### src/rtl/mem_writer.sv
// Burst writer: moves a valid/ready byte stream, or a constant fill, into a
// memory write port at one registered write per cycle.
module mem_writer #(
    parameter int unsigned ADDR_WIDTH = 8,
    parameter int unsigned DATA_WIDTH = 8
) (
    input  logic                  clk,
    input  logic                  rst_n,
    input  logic                  start,
    input  logic [ADDR_WIDTH-1:0] base_addr,
    input  logic [ADDR_WIDTH:0]   length,
    input  logic                  fill_mode,
    input  logic [DATA_WIDTH-1:0] fill_value,
    input  logic                  abort,
    input  logic [DATA_WIDTH-1:0] in_data,
    input  logic                  in_valid,
    output logic                  in_ready,
    output logic [ADDR_WIDTH-1:0] mem_addr,
    output logic [DATA_WIDTH-1:0] mem_data,
    output logic                  mem_we,
    output logic                  busy,
    output logic                  done
);

    localparam int unsigned LEN_W = ADDR_WIDTH + 1;

    typedef enum logic [1:0] {
        S_IDLE   = 2'd0,
        S_STREAM = 2'd1,
        S_FILL   = 2'd2,
        S_DONE   = 2'd3
    } state_t;

    state_t                state_q;
    state_t                state_d;
    logic [ADDR_WIDTH-1:0] addr_q;
    logic [LEN_W-1:0]      remaining_q;
    logic [DATA_WIDTH-1:0] fill_value_q;
    logic                  issue;
    logic                  last_word;

    // State register
    always_ff @(posedge clk or negedge rst_n) begin
        if (!rst_n) begin
            state_q <= S_IDLE;
        end else begin
            state_q <= state_d;
        end
    end

    assign last_word = (remaining_q == LEN_W'(1));

    // Next-state logic; start in IDLE takes priority over abort
    always_comb begin
        state_d = state_q;
        case (state_q)
            S_IDLE: begin
                if (start) begin
                    if (length == '0) begin
                        state_d = S_DONE;
                    end else if (fill_mode) begin
                        state_d = S_FILL;
                    end else begin
                        state_d = S_STREAM;
                    end
                end
            end
            S_STREAM: begin
                if (abort) begin
                    state_d = S_IDLE;
                end else if (in_valid && last_word) begin
                    state_d = S_DONE;
                end
            end
            S_FILL: begin
                if (abort) begin
                    state_d = S_IDLE;
                end else if (last_word) begin
                    state_d = S_DONE;
                end
            end
            S_DONE:  state_d = S_IDLE;
            default: state_d = S_IDLE;
        endcase
    end

    // State decodes; a beat accepted on the abort cycle still issues its write
    always_comb begin
        in_ready = 1'b0;
        busy     = 1'b0;
        done     = 1'b0;
        issue    = 1'b0;
        case (state_q)
            S_STREAM: begin
                in_ready = 1'b1;
                busy     = 1'b1;
                issue    = in_valid;
            end
            S_FILL: begin
                busy  = 1'b1;
                issue = 1'b1;
            end
            S_DONE: begin
                busy = 1'b1;
                done = 1'b1;
            end
            default: ;
        endcase
    end

    // Burst operands, address/count tracking and the registered write port
    always_ff @(posedge clk or negedge rst_n) begin
        if (!rst_n) begin
            addr_q       <= '0;
            remaining_q  <= '0;
            fill_value_q <= '0;
            mem_we       <= 1'b0;
            mem_addr     <= '0;
            mem_data     <= '0;
        end else begin
            mem_we <= issue;
            if (state_q == S_IDLE && start) begin
                addr_q       <= base_addr;
                remaining_q  <= length;
                fill_value_q <= fill_value;
            end else if (issue) begin
                addr_q      <= addr_q + ADDR_WIDTH'(1);
                remaining_q <= remaining_q - LEN_W'(1);
            end
            if (issue) begin
                mem_addr <= addr_q;
                mem_data <= (state_q == S_FILL) ? fill_value_q : in_data;
            end
        end
    end

endmodule
### config.mk
export PLATFORM = sky130hd
export DESIGN_NAME = mem_writer
export DESIGN_NICKNAME = d
export VERILOG_FILES = /design/src/rtl/mem_writer.sv
export SDC_FILE = /design/constraint.sdc
export NUM_CORES = 1
export LEC_CHECK = 0
export CAP_MARGIN = 20
export CORE_ASPECT_RATIO = 0.5
export CORE_UTILIZATION = 38
export CTS_CLUSTER_SIZE = 40
export DETAILED_ROUTE_END_ITERATION = 6
export PLACE_DENSITY = 0.65
export SKIP_LAST_GASP = 1
export SLEW_MARGIN = 10
export SYNTH_ARGS = -nofsm -noshare
export SYNTH_HDL_FRONTEND = slang
export SYNTH_SLANG_ARGS = --single-unit
### constraint.sdc
create_clock -name clk -period 4.3 [get_ports clk]
set_clock_uncertainty 0.05 [all_clocks]
set_input_delay 0.645 -clock clk [delete_from_list [all_inputs] [get_ports clk]]
set_output_delay 0.645 -clock clk [all_outputs]
set_load 0.02 [all_outputs]
# Word-level counts from Yosys, hierarchy flattened
# Index checks and enable logic that the tools add are counted.
[op_classes]
n_addsub = 2
n_lt_le_gt_ge = 0
bitwise = 0
multipliers = 0
reduce_logical = 7
eq_ne = 7
shifts = 0
div = 0
n_mux = 17
[op_table]
columns = ["operator", "n"]
rows = [
  ["8-bit two-way mux", 3],
  ["9-bit two-way mux", 2],
  ["2-bit two-way mux", 7],
  ["9-bit by 1-bit == test with 1-bit output, second input constant", 1],
  ["9-bit logical NOT", 1],
  ["9-bit by 1-bit subtractor with 9-bit output, second input constant", 1],
  ["8-bit by 1-bit adder with 8-bit output, second input constant", 1],
  ["2-bit one-hot mux with 4 select lines", 1],
  ["3-bit inequality test, second input constant", 2],
  ["2-bit == test, second input constant", 2],
  ["1-bit two-way mux", 3],
  ["3-bit AND reduction", 1],
  ["3-bit OR reduction", 1],
  ["2-bit by 1-bit == test with 1-bit output, second input constant", 1],
  ["1-bit logical AND", 2],
  ["2-bit logical NOT", 1],
  ["2-bit inequality test, second input constant", 1],
  ["1-bit one-hot mux with 2 select lines", 1],
  ["2-bit nonzero test", 1],
]
[totals]
ramBits = 0
mem_bits_ro = 0
output_inout_bits = 20
wordCells = 40
n_memories = 0
latchBits = 0
reg_bits = 44

# Depth between registers and ports, before layout
# Gate-level depths: netlist (run 1).
[depth]
word_depth = 5
ltp_mapped = 7
depth_no_buf = 7

# Worst setup path before layout (run 1)
# Ideal clock, no wire load.
[synth_path]
path_kind = "register to register"
start = "register state_q[1]"
end = "register mem_addr[0]"
setup_time_ns = 0.125
stages_incl_launch_ff = 7
required_ns = 4.125
t_arrival_ns = 1.831
path_slack_ns = 2.295
cell_sequence = "dfrtp_1 > inv_1 > ha_1 > a21o_1 > nand2_1 > clkbuf_1 > mux2_2"
[synth_between]
elab_chain_cells = 2
[synth_rtl]
columns = ["item", "line_no", "rtl"]
rows = [
  ["from (decl)", "34", "state_t state_q;"],
  ["from (signal assigned)", "47", "state_q <= state_d;"],
  ["2-bit == test or 2-bit by 1-bit == test with 1-bit output (tied branches)", "93", "case (state_q)"],
  ["1-bit one-hot mux with 2 select lines (*)", "93", ""],
  ["to (signal assigned)", "131", "mem_addr <= addr_q;"],
  ["to (decl)", "18", "output logic [ADDR_WIDTH-1:0] mem_addr,"],
]
# Mark *: on every way between the ends. The rest lies on a longest branch, timed or not.
# A chain may end at the register's enable or synchronous reset.

# Worst setup path in the final report (run 1)
[layout_path]
start = "register state_q[0]"
end = "register remaining_q[1]"
[layout_between]
elab_chain_cells = 3
[layout_rtl]
columns = ["item", "line_no", "rtl"]
rows = [
  ["2-bit == test or 2-bit by 1-bit == test with 1-bit output (tied branches)", "93", ""],
  ["1-bit one-hot mux with 2 select lines (*)", "93", ""],
  ["named net issue", "39", "logic issue;"],
  ["2-bit nonzero test (no source line) (*)", "-", ""],
  ["to (signal assigned)", "124", "remaining_q <= length;"],
  ["to (signal assigned)", "128", "remaining_q <= remaining_q - LEN_W'(1);"],
  ["to (decl)", "37", "logic [LEN_W-1:0] remaining_q;"],
]
# The timed path passes the listed nets; every way through them passes the cells marked *.

==> impl_metrics.json, run 1 <==
{
  "drt_wl_total_um": 4510,
  "final_util_pct": 54.61,
  "post-route-min-period_ns": 2.775,
  "gp_congestion": 0.7686,
  "numCtsBuffers": 5,
  "grt_max_degree": 45,
  "grt_overflow_total": 0,
  "row_count": 19,
  "synth_top_flop_cell": "dfrtp_1",
  "slew-limit-headroom_pct": 36.77,
  "netlist_area_sq_um": 2176,
  "r2r_slack_ns": 1.53,
  "cts_resized": 0,
  "grt_pass1_wl_um": 7569,
  "cts_max_level": 2,
  "die_w_um": 109.0,
  "r2r_cells": 7,
  "dpl-instance-area_sq_um": 2819,
  "final_area_sq_um": 2999,
  "min_to": "fill_value_q[3]",
  "required_ns": 4.41,
  "power_leakage_nw": 1.272,
  "pre_cts_ws_ns": 1.302,
  "cts_tree": "done",
  "firstDrtPassIters": 4,
  "detail_route.wl_per_cell_um": 12.81,
  "fin_ws_ns": 1.525,
  "cts_setup_buffers": 0,
  "finalMaxSlewViolations": 0,
  "synth-async-reset-ratio_pct": 100.0,
  "synth_cell_types": 33,
  "gr-usage-all-layers_pct": 16.17,
  "nets": 326,
  "clk_root_buffer_cell": "clkbuf_16",
  "hpwl_um": 3312,
  "grt_setup_unrepaired": "no",
  "pin_count": 59,
  "io_buffers": 58,
  "setup_viol": 0,
  "syn2layout_area_growth_pct": 37.84,
  "min_from": "fill_value_q[3]",
  "fmax_mhz": 360.4,
  "seq_area_frac_synth_pct": 50.60,
  "nFillCells": 507,
  "synthesis.nets": 267,
  "cp-end-kind": "register",
  "startpoint": "state_q[0]",
  "cts_buffer_depth": 2,
  "grt_pass1_vias": 1674,
  "crit_type": "reg2reg",
  "start_util_pct": 39.62,
  "postRouteAntennaNets": 0,
  "r2r_start": "state_q[0]",
  "core_sq_um": 5492,
  "fin_crit_sh_pct": 64.53,
  "start_kind": "register",
  "layout-drive-gt1-share_pct": 7.885,
  "rr_endpoint": "remaining_q[1]",
  "antenna_cells": 0,
  "die_h_um": 55.51,
  "clk_latency_ns": 0.28,
  "drtIter0Drc": 62,
  "drc": 0,
  "synth.avg_cell_area_sq_um": 9.890,
  "hold_slack_ns": 0.4237,
  "ys_seq_elements": 44,
  "routed-via-count": 1695,
  "status": "completed",
  "maxCapViolCount": 0,
  "p_per_area_nw_per_um2": 711.4,
  "whs_path_depth": 2,
  "ir_worst_vdd_uv": 222.0,
  "cp_max_fo": 25,
  "viasPerCell": 4.815,
  "die_area_sq_um": 6051,
  "ys_warn_count": 0,
  "numPlacedInstances": 344,
  "tns_ns": 0,
  "synth-edff-count": 0,
  "antenna_found_initial": 0,
  "netlist_instances": 220,
  "cts.sinks": 44,
  "hold_viol": 0,
  "cts_hold_buf": 0,
  "tightest_slew_ns": 0.9485,
  "crit_arrival_ns": 2.88,
  "regArea_sq_um": 1101,
  "multi_input_comb_area_sq_um": 1013,
  "fin_total_pwr_mw": 2.134,
  "cts.clk_slew.worst_paths_ns": 0.06,
  "stdcell_count": 352,
  "hold_class": "reg2reg"
}
-- cell usage in the layout, fill, tap and decap left out --
cell / n
a2111oi_4: 1
a21o_1: 1
a21oi_1: 3
a31oi_1: 1
and2_1: 1
and4_1: 1
buf_16: 1
buf_2: 1
buf_4: 1
clkbuf_16: 5
clkbuf_8: 2
clkdlybuf4s50_1: 57
clkinv_1: 1
dfrtp_1: 44
ha_1: 8
inv_1: 7
mux2_1: 2
mux2_2: 8
mux2i_1: 9
nand2_1: 54
nand2b_1: 1
nand3_1: 3
nand4_1: 6
nand4b_1: 1
nor2_1: 7
nor3_1: 5
nor3b_1: 1
nor4_1: 3
o21ai_0: 24
o21ai_1: 1
o31ai_1: 1
o32a_2: 1
or2_2: 1
or4_1: 1
or4_4: 1
xnor2_1: 10
xor2_1: 4
-- registers in the layout, indices dropped and copies added, names as in the netlist --
name and flops:
addr_q 8, fill_value_q 8, mem_addr 8, mem_data 8, mem_we 1, remaining_q 9, state_q 2
-- synthesized netlist by cell type, drive strengths merged, types with 2 or more instances --
cell	number	area (sq um)
dfrtp	44	1101
inv	7	26.28
nor3	5	25.02
mux2i	9	90.09
xnor2	10	87.58
or4	2	18.77
ha	8	100.1
nand2	54	202.7
clkbuf	7	26.28
nor2	7	26.28
nand3	3	15.01
mux2	10	112.6
xor2	4	35.03
a21oi	3	15.01
nor4	3	18.77
nand4	6	37.54
o21ai	25	125.1
-- power by group --
part | internal [mW] | total (mW) | switching, mW
Clock | 0.244 | 0.385 | 0.141
Sequential | 0.615 | 0.760 | 0.146
Combinational | 0.469 | 0.988 | 0.519
Total | 1.33 | 2.13 | 0.806
-- per-layer routing --
metal  routed length (um)  track usage (%)
met5                    0                0
met4                   27            3.475
met3                  175            3.778
met2                 2173            27.31
met1                 2133            21.11
-- layout make-up --
class / instances / area share, %
sequential: 44 / 36.71
multi-input combinational: 160 / 33.79
timing repair buffer: 60 / 20.36
clock buffer: 7 / 5.090
tap: 73 / 3.045
inverter: 8 / 1.001
-- worst max-delay path: stages, from the launching register on --
cell	delay, ns
dfrtp_1	0.39
inv_1	0.09
ha_1	0.41
a21o_1	0.33
nand2_1	0.65
clkinv_1	0.39
o21ai_0	0.25
o21ai_0	0.09
-- how the worst max path moves through the flow --
stage / end / slack, ns / cells past startpoint
finish: remaining_q[1] / 1.53 / 7
global route: addr_q[0] / 1.20 / 7
CTS: remaining_q[1] / 1.42 / 7
detailed placement: addr_q[1] / 1.30 / 6
global placement: remaining_q[1] / 1.38 / 6
floorplan: mem_addr[0] / 2.29 / 6
-- kinds of logic after synthesis --
kind of cell             synth area share [%]
AO/OA/AOI/OAI                           9.201
XOR/XNOR                                5.635
buffers and inverters                   2.818
multiplexers                            9.316
adder cells (fa/ha/maj)                 4.601
flip-flops                              50.60
AND/OR/NAND/NOR                         17.83
Note: power is estimated with default switching activity, not from simulation.
==> run 2: changes to the inputs <==
==> constraint.sdc (replaced) <==
create_clock -name clk -period 2.6 [get_ports clk]
set_clock_uncertainty 0.05 [all_clocks]
set_input_delay 0.39 -clock clk [delete_from_list [all_inputs] [get_ports clk]]
set_output_delay 0.39 -clock clk [all_outputs]
set_load 0.02 [all_outputs]
==> impl_metrics.json, run 2 (synthesis gave the netlist of run 1 again) <==
{
  "antenna_cells": 0,
  "r2r_start": "state_q[1]",
  "gp_congestion": 0.8111,
  "maxCapViolCount": 0,
  "cts.sinks": 44,
  "numPlacedInstances": 346,
  "tns_ns": 0,
  "rr_endpoint": "addr_q[0]",
  "fin_total_pwr_mw": 3.525,
  "crit_type": "reg2out",
  "status": "completed",
  "gr-usage-all-layers_pct": 16.85,
  "grt_setup_unrepaired": "no",
  "io_buffers": 58,
  "power_leakage_nw": 1.283,
  "crit_path_end": "in_ready",
  "fmax_mhz": 456.8,
  "post-route-min-period_ns": 2.189,
  "grt_pass1_wl_um": 7783,
  "cts_buffer_depth": 2,
  "routed-via-count": 1713,
  "stdcell_count": 355,
  "fin_crit_sh_pct": 84.20,
  "cts_hold_buf": 0,
  "startpoint": "state_q[1]",
  "cts_setup_buffers": 0,
  "drt_wl_total_um": 4480,
  "row_count": 19,
  "cts_max_level": 2,
  "clk_latency_ns": 0.28,
  "nets": 329,
  "clk_root_buffer_cell": "clkbuf_16",
  "cts_resized": 0,
  "syn2layout_area_growth_pct": 38.64,
  "ir_worst_vdd_uv": 453.4,
  "core_sq_um": 5492,
  "drc": 0,
  "final_util_pct": 54.93,
  "grt_max_degree": 45,
  "slew-limit-headroom_pct": 56.68,
  "slowest_stage": "clkdlybuf4s50_1",
  "cp.depth": 3,
  "start_util_pct": 39.62,
  "setup_viol": 0,
  "antenna_found_initial": 0,
  "tightest_slew_ns": 0.6498,
  "grt_pass1_vias": 1700,
  "hold_viol": 0,
  "hpwl_um": 3266,
  "cts.clk_slew.worst_paths_ns": 0.06,
  "largest_register_ffs": 9,
  "critPathMaxStageDelay_ns": 0.65,
  "layout_commonest_cell": "clkdlybuf4s50_1",
  "path_cells": "inv_1 > ha_1 > clkdlybuf4s50_1",
  "start_kind": "register",
  "fin_ws_ns": 0.4107,
  "required_ns": 2.16,
  "crit_family": "buffers and inverters",
  "crit_arrival_ns": 1.75,
  "cts_tree": "done",
  "firstDrtPassIters": 4,
  "numCtsBuffers": 5,
  "regMostFlops": "remaining_q",
  "die_w_um": 109.0,
  "viasPerCell": 4.825,
  "detail_route.wl_per_cell_um": 12.62,
  "drtIter0Drc": 45,
  "dpl-instance-area_sq_um": 2834,
  "layout-drive-gt1-share_pct": 8.511,
  "hold_class": "reg2reg",
  "postRouteAntennaNets": 0,
  "die_h_um": 55.51,
  "cp_num_buf_inv": 2,
  "finalMaxSlewViolations": 0,
  "pin_count": 59,
  "p_per_area_nw_per_um2": 1168,
  "grt_overflow_total": 0,
  "r2r_slack_ns": 0.47,
  "most-common-layout-cells": "clkdlybuf4s50_1, nand2_1, dfrtp_1, o21ai_0, xnor2_1",
  "cp_max_fo": 5,
  "r2r_cells": 8,
  "pre_cts_ws_ns": 0.3820,
  "cp-end-kind": "output port",
  "hold_slack_ns": 0.4281,
  "die_area_sq_um": 6051,
  "final_area_sq_um": 3017
}
## run 2: power breakdown
group | switching (mW) | internal, mW | leakage (nW)
Sequential | 0.236 | 1.02 | 0.546
Combinational | 0.860 | 0.768 | 0.661
Clock | 0.240 | 0.403 | 0.0760
## run 2: how the worst min path moves through the flow
stage                 endpoint  depth (start not counted)             from
4_1_cts        fill_value_q[5]                          1            rst_n
6_report           mem_data[3]                          2      mem_data[3]
3_5_place_dp   fill_value_q[6]                          2  fill_value_q[6]
3_3_place_gp   fill_value_q[1]                          2  fill_value_q[1]
2_1_floorplan        addr_q[0]                          0            rst_n
5_1_grt        fill_value_q[3]                          2  fill_value_q[3]
## run 2: worst reg2reg max path: cells and delay by family (launching register included)
family	cells	cell delay (ns)
AOI/OAI and AO/OA	2	0.36
xor gates and xnor gates	1	0.21
adders and majority gates	1	0.28
buffers and inverters	3	0.61
DFF	1	0.39
and+or+nand+nor	1	0.10
## run 2: cell type report
class,instances,area (sq um)
Inverter,8,30.03
Clock buffer,7,152.6
Multi-Input combinational cell,160,1013
Sequential cell,44,1101
Tap cell,73,91.34
Fill cell,482,2475
Timing Repair Buffer,63,628.1
## run 2: layer usage
| layer | vias to the layer above | GRT usage [%] | wire length [um] |
|---|---|---|---|
| li1 | 877 | - | - |
| met1 | 804 | 22.64 | 2173 |
| met2 | 27 | 27.13 | 2053 |
| met3 | 5 | 4.132 | 213 |
| met4 | 0 | 4.633 | 39 |
| met5 | - | 0 | 0 |
==> run 3: changes to the inputs <==
--- a/config.mk
+++ b/config.mk
@@ -10,7 +10,7 @@
 export CORE_UTILIZATION = 38
 export CTS_CLUSTER_SIZE = 40
 export DETAILED_ROUTE_END_ITERATION = 6
-export PLACE_DENSITY = 0.65
+export PLACE_DENSITY = 0.68
 export SKIP_LAST_GASP = 1
 export SLEW_MARGIN = 10
 export SYNTH_ARGS = -nofsm -noshare
==> constraint.sdc (replaced) <==
create_clock -name clk -period 2 [get_ports clk]
set_clock_uncertainty 0.05 [all_clocks]
set_input_delay 0.3 -clock clk [delete_from_list [all_inputs] [get_ports clk]]
set_output_delay 0.3 -clock clk [all_outputs]
set_load 0.02 [all_outputs]
==> impl_metrics.json, run 3 (synthesis gave the netlist of run 1 again) <==
{
  "status": "finished with violations",
  "violations": "design-rule violations",
  "postRouteAntennaNets": 0,
  "detail_route.wl_per_cell_um": 12.73,
  "met1_usage_pct": 24.12,
  "grt_pass1_wl_um": 8211,
  "p_per_area_nw_per_um2": 1553,
  "numPlacedInstances": 354,
  "cts.sinks": 44,
  "hold_slack_ns": 0.2929,
  "hold_class": "in2async",
  "hold_viol": 0,
  "ir_worst_vdd_uv": 643.6,
  "setup_viol": 0,
  "grt-busiest-layer": "met2",
  "fin_crit_sh_pct": 93.59,
  "most-common-layout-cells": "clkdlybuf4s50_1, nand2_1, dfrtp_1, o21ai_0",
  "start_kind": "register",
  "regMostFlops": "remaining_q",
  "nets": 337,
  "required_ns": 2.15,
  "crit_arrival_ns": 2.02,
  "grt_pass1_vias": 1794,
  "clk_root_buffer_cell": "clkbuf_16",
  "hpwl_um": 3474,
  "drt_wl_total_um": 4634,
  "cp-end-kind": "register",
  "cp_max_fo": 4,
  "gr-usage-all-layers_pct": 17.55,
  "finalMaxSlewViolations": 0,
  "die_h_um": 55.51,
  "numCtsBuffers": 5,
  "drtIter0Drc": 101,
  "pin_count": 59,
  "nFillCells": 502,
  "cts.clk_slew.worst_paths_ns": 0.06,
  "grt_overflow_total": 0,
  "power_leakage_nw": 1.330,
  "clk_latency_ns": 0.28,
  "globalRouteMet2Util_pct": 28.12,
  "maxCapViolCount": 0,
  "cts_max_level": 2,
  "cts_buffer_depth": 2,
  "syn2layout_area_growth_pct": 42.96,
  "grt_setup_unrepaired": "no",
  "largest_register_ffs": 9,
  "die_area_sq_um": 6051,
  "final_area_sq_um": 3110,
  "io_buffers": 58,
  "antenna_found_initial": 0,
  "crit_type": "reg2reg",
  "cts_tree": "done",
  "dpl-instance-area_sq_um": 2919,
  "layout-drive-gt1-share_pct": 12.03,
  "stdcell_count": 364,
  "tightest_slew_ns": 0.5015,
  "startpoint": "remaining_q[2]",
  "gp_congestion": 0.8403,
  "die_w_um": 109.0,
  "use_met3_pct": 3.542,
  "core_sq_um": 5492,
  "antenna_cells": 0,
  "tns_ns": 0,
  "layout_commonest_cell": "clkdlybuf4s50_1",
  "r2r_start": "remaining_q[2]",
  "slew-limit-headroom_pct": 66.26,
  "fmax_mhz": 534.3,
  "viasPerCell": 4.794,
  "drc": 2,
  "firstDrtPassIters": 6,
  "routed-via-count": 1745,
  "start_util_pct": 39.62,
  "grt_max_degree": 44,
  "post-route-min-period_ns": 1.872,
  "row_count": 19
}
## run 3: power breakdown
| part | switching (mW) | internal [mW] |
|---|---|---|
| Sequential | 0.299 | 1.32 |
| Clock | 0.314 | 0.587 |
| Combinational | 1.18 | 1.13 |
## run 3: cell type report
class | instances | area (sq um) | share of cell area [%]
Sequential cell | 44 | 1101 | 35.40
Multi-Input combinational cell | 160 | 1026 | 32.98
Timing Repair Buffer | 71 | 698.2 | 22.45
Clock buffer | 6 | 128.9 | 4.143
Tap cell | 73 | 91.34 | 2.936
Clock inverter | 2 | 35.03 | 1.126
Inverter | 8 | 30.03 | 0.9654
## run 3: repair_timing
action                     in CTS  in global routing
hold endpoints to repair       44                  0
hold buffers                    1                  0
setup endpoints to repair       4                 15
setup buffers                   1                  0
gates resized for setup         2                  3
pin swaps                       2                  2
cloned                          0                  0
## run 3: metrics by stage
step	utilization [%]	setup slack [ns]	total power, mW
2_1_floorplan	-	0.08346	2.993
3_3_place_gp	53.16	0.03953	3.849
3_5_place_dp	53.16	-0.002761	3.943
4_1_cts	56.41	0.02026	4.863
5_1_grt	56.64	0.02697	5.227
6_report	56.64	0.1282	4.830
## run 3: worst max-delay path: stages (launching register included)
cell,delay [ns]
dfrtp_1,0.38
or4_4,0.56
buf_4,0.16
or4_1,0.46
a31oi_1,0.17
## run 3: final timing paths
check	endpoint	slack (ns)	depth (start not counted)
worst max-delay path	remaining_q[7]	0.13	4
worst min-delay path	fill_value_q[5]	0.29	2
worst max register to register	remaining_q[7]	0.13	4
worst min register to register	fill_value_q[7]	0.43	2
max in group asynchronous	remaining_q[8]	1.20	3
min in group clk	fill_value_q[7]	0.43	2
## run 3: routing by layer
metal | part of all wire [%] | up-vias | routed length [um]
met5 | 0 | - | 0
met4 | 0 | 0 | 0
met2 | 47 | 31 | 2173
li1 | - | 888 | -
met3 | 3.1 | 0 | 145
met1 | 50 | 826 | 2315
